### src/rtl/instr_fetch.sv
// Instruction fetch stage: holds the PC, fetches one 32-bit word per instruction over
// a req/ack handshake and computes the next PC from the decoder's branch outputs.
module instr_fetch #(
    parameter int                ADDR_W   = 64,
    parameter logic [ADDR_W-1:0] RESET_PC = '0
) (
    input  logic              clk,
    input  logic              reset_n,
    output logic              imem_req,
    output logic [ADDR_W-1:0] imem_addr,
    input  logic              imem_ack,
    input  logic [31:0]       imem_rdata,
    output logic [31:0]       instruction,
    output logic              instr_valid,
    output logic [ADDR_W-1:0] instr_pc,
    input  logic              instr_done,
    input  logic              UncondBr,
    input  logic              BrTaken,
    input  logic [18:0]       CondAddr19,
    input  logic [25:0]       BrAddr26
);

    typedef enum logic {FETCH, VALID} state_t;

    state_t            state, state_nxt;
    logic [ADDR_W-1:0] pc;
    logic [ADDR_W-1:0] next_pc;

    // Offsets are only looked at when the branch is taken, so undriven offsets on
    // sequential paths never reach the PC.
    function automatic logic [ADDR_W-1:0] calc_next_pc(
        input logic [ADDR_W-1:0] cur_pc,
        input logic              br_taken,
        input logic              uncond,
        input logic [18:0]       cond19,
        input logic [25:0]       br26
    );
        logic signed [ADDR_W-1:0] off;
        logic        [ADDR_W-1:0] result;
        off    = '0;
        result = cur_pc + ADDR_W'(4);
        if (br_taken) begin
            if (uncond)
                off = {{(ADDR_W-26){br26[25]}}, br26};
            else
                off = {{(ADDR_W-19){cond19[18]}}, cond19};
            result = cur_pc + $unsigned(off <<< 2);
        end
        return result;
    endfunction

    assign next_pc     = calc_next_pc(instr_pc, BrTaken, UncondBr, CondAddr19, BrAddr26);
    assign imem_req    = (state == FETCH);
    assign imem_addr   = pc;
    assign instr_valid = (state == VALID);

    always_comb begin
        state_nxt = state;
        case (state)
            FETCH:   if (imem_ack)   state_nxt = VALID;
            VALID:   if (instr_done) state_nxt = FETCH;
            default: state_nxt = FETCH;
        endcase
    end

    always_ff @(posedge clk or negedge reset_n) begin
        if (!reset_n) begin
            state       <= FETCH;
            pc          <= RESET_PC;
            instruction <= 32'h0;
            instr_pc    <= RESET_PC;
        end else begin
            state <= state_nxt;
            if (state == FETCH && imem_ack) begin
                instruction <= imem_rdata;
                instr_pc    <= pc;
            end
            if (state == VALID && instr_done)
                pc <= next_pc;
        end
    end

endmodule

### config.mk
export PLATFORM = sky130hd
export DESIGN_NAME = instr_fetch
export DESIGN_NICKNAME = d
export VERILOG_FILES = /design/src/rtl/instr_fetch.sv
export SDC_FILE = /design/constraint.sdc
export NUM_CORES = 1
export LEC_CHECK = 0
export ABC_AREA = 1
export ABC_CLOCK_PERIOD_IN_PS = 2100
export BUFFER_PORTS_ARGS = -buffer_cell sky130_fd_sc_hd__buf_2
export CAP_MARGIN = 20
export CORE_MARGIN = 1.5
export CORE_UTILIZATION = 40
export CTS_CLUSTER_SIZE = 30
export DETAILED_ROUTE_END_ITERATION = 8
export HOLD_SLACK_MARGIN = 0.06
export PLACE_DENSITY = 0.64
export SETUP_SLACK_MARGIN = 0.2
export SLEW_MARGIN = 20
export SYNTH_ARGS = -nofsm -noshare
export SYNTH_HDL_FRONTEND = slang
export SYNTH_SLANG_ARGS = --single-unit
### constraint.sdc
create_clock -name clk -period 2.1 [get_ports clk]
set_clock_uncertainty 0.1 [all_clocks]
set_input_delay 0.105 -clock clk [delete_from_list [all_inputs] [get_ports clk]]
set_output_delay 0.105 -clock clk [all_outputs]
set_load 0.005 [all_outputs]
==> flow_summary.yaml <==
sta:
  worst_slew_pin_slew_ps: 678.5
  final_hold_viol_count: 0
  fin_crit_ps: 2214
  slew_violations: 0
  setup_viol: 26
  period_share: 1.054
  fin_ws_ps: -113.9
  clock.fmax_mhz: 451.7
  slew_headroom: 0.5476
  rsz0062_at_grt: "true"
route:
  drc_errors: 0
  drt_iter0_markers: 769
  dr.pass1.iters: 5
  final_antenna_net_count: 0
  wl_per_cell_um: 17.45
  via_count: 13380
  viasPerCell: 4.944
  wl_um: 47230
finish:
  drive_gt1_frac: 0.5332
  layout-area-overhead-vs-synth_pct: 67.86
  final_nets: 2448
  fillCellCount: 2376
  fin_cells: 2707
  design_area_mm2: 0.02008
worst_setup_path:
  path_cells: "ha_4, buf_6, nand2_8, nor2_2, nand2_2, inv_1, nand3_2, nand3_4, nand2_2, nand2_1, nand2_1, nand3_1, o21ai_0"
  worstSetupPathType: "flip-flop to flip-flop"
  crit_fanout: 4
  critPathArrivalTime_ps: 2410
  worst-path-buf-inv: 2
  rr_worst_depth: 13
  start_kind: "flip-flop"
  max_stage_delay_ps: 420
  cp_slowest_cell: "dfrtp_1"
  critPathTopFamily: "simple AND/OR/NAND/NOR gates"
  cp-end-kind: "flip-flop"
  worstPathRequired_ps: 2300
  cp_num_cells: 13
power:
  powerDensity_mw_per_mm2: 1182
  power_leakage_nw: 10.73
  ir_drop_uv: 647.9
floorplanning:
  initial_core_util: 0.4048
  die-height_um: 176.0
  dieArea_mm2: 0.03096
  num_io_pins: 245
  die_x_um: 176.0
  num_rows: 63
  core_area_mm2: 0.02956
placed_design:
  dpl_cell_area_mm2: 0.01550
  port_buffers: 244
  dp_cells: 2564
  gp_congestion: 0.9655
  dp_hpwl_um: 33070
synthesis:
  synth_top_area_cell: "dfrtp_1"
  synthesis.area_mm2: 0.01197
  syn-num-nets: 1881
  synth.most_common_cell: "nand2_1"
  synthTopCellsByArea: "dfrtp_1, nand2_1, inv_1"
  yosysUniqueCellTypes: 37
  synth_edf_count: 0
  synth_cells: 1736
  synth_top_cell_area_share: 0.3367
  avgSynthCellArea_um2: 6.892
  synth_warnings: 0
  synth-seq-cells: 161
  async_flop_share: 1.000
  yosys_most_used_dff: "dfrtp_1"
  synth_common_cells: "nand2_1, inv_1, dfrtp_1, nor2_1, mux2_2"
  yosysSeqAreaShare: 0.3367
worst_hold_path:
  worstHoldPathCells: 6
  min_path_type: "primary input to flip-flop"
global_route:
  grt_overflow: 0
  grt_usage: 0.2942
  grt_pass1_vias: 13020
  grt_pass1_wl_um: 69820
  antenna_found_initial: 1
  grt_max_degree: 84
job:
  max_cap_viol_count: 0
clock_tree:
  cts.reportedPaths.clkPinSlew_ps: 70
  clock_sink_count: 161
  cts_max_path_buffers: 2
  clk_latency_ps: 450
  cts_tree: "built"
  htreeDepth: 4
  numCtsBuffers: 17
  cts_root_buffer: "clkbuf_16"
run_status:
  violations: "negative setup slack"
  status: "complete, but fails checks"
worst paths after layout:
kind,start,to,slack [ps]
worst max register to register,instr_pc[22],imem_addr[39],-110
worst min-delay path,CondAddr19[0],imem_addr[2],130
max in group asynchronous,reset_n,instruction[26],1370
worst min register to register,imem_addr[58],imem_addr[58],390
worst max-delay path,instr_pc[22],imem_addr[39],-110
min in group asynchronous,reset_n,instr_pc[16],170
metrics by stage:
step | setup slack [ps] | utilization | hold slack [ps] | power [mW] | setup TNS [ps]
after floorplan | -503.6 | - | -290.6 | 10.74 | -13570
after global placement | -683.0 | 0.5243 | -65.14 | 15.99 | -22170
after detailed placement | -645.7 | 0.5243 | -64.11 | 16.15 | -23860
after CTS | -100.3 | 0.6331 | 117.0 | 22.00 | -445.4
after global routing | -218.7 | 0.6794 | 162.3 | 25.19 | -4154
final | -113.9 | 0.6795 | 132.3 | 23.74 | -1131
worst min-delay path, delay by kind of cell:
kind	cells	cell delay, ps
adder cells (fa/ha/maj)	1	170
AND/OR/NAND/NOR	4	290
buffers and inverters	1	80
cells in the final DEF, fill, tap and decap left out, types with 20 or more instances in the layout:
cell / n
nand2_1: 397
inv_1: 249
buf_2: 242
buf_4: 216
nand2_2: 165
dfrtp_1: 158
nand2_4: 84
mux2_2: 83
buf_6: 70
nor2_1: 65
nor2_4: 60
ha_4: 53
inv_2: 50
nand3_1: 49
o21ai_1: 36
o21ai_0: 36
dlygate4sd3_1: 35
nor2_2: 25
a21oi_2: 23
xnor2_2: 21
nand3_2: 20
layer usage:
| layer | share of wire | vias to the layer above | GRT usage |
|---|---|---|---|
| li1 | - | 6504 | - |
| met1 | 0.42 | 6386 | 0.3663 |
| met2 | 0.50 | 399 | 0.5188 |
| met3 | 0.047 | 95 | 0.03768 |
| met4 | 0.037 | 0 | 0.1104 |
| met5 | 0 | - | 0 |
registers in the layout (all words and copies together) (netlist names):
name	flops
imem_addr	64
instr_pc	64
instr_valid	1
instruction	32
repair_timing:
action                                 CTS  global route
setup endpoints to repair               53            57
pin swaps                              130           144
setup buffers                           38            33
resized for setup                      432           294
hold buffers                            36             0
endpoints found under the hold margin  194             0
gates cloned                             2             1
kinds of logic after synthesis:
kind of cell | synth area share
adders and majority gates | 0.06546
buffers and inverters | 0.1099
xor gates and xnor gates | 0.01903
muxes | 0.07811
AOI/OAI and AO/OA | 0.06044
DFF | 0.3367
and+or+nand+nor | 0.3303
area by class of cell:
cell class              instances  area [um^2]  area share
diodes                          1        2.502   0.0001246
clock inverters                11        97.59    0.004859
well taps                     390        488.0     0.02430
repair buffers                580         4327      0.2154
clock buffers                  21        460.4     0.02293
flip-flops and latches        161         4033      0.2008
multi-input cells            1231         9468      0.4714
inverters                     312         1209     0.06018
report_power, final:
group	switching (mW)	total (mW)	internal (mW)
sequential	1.19	5.57	4.38
clock	1.47	3.09	1.61
combinational	7.51	15.1	7.56
Power figures use the tool's default switching activity.
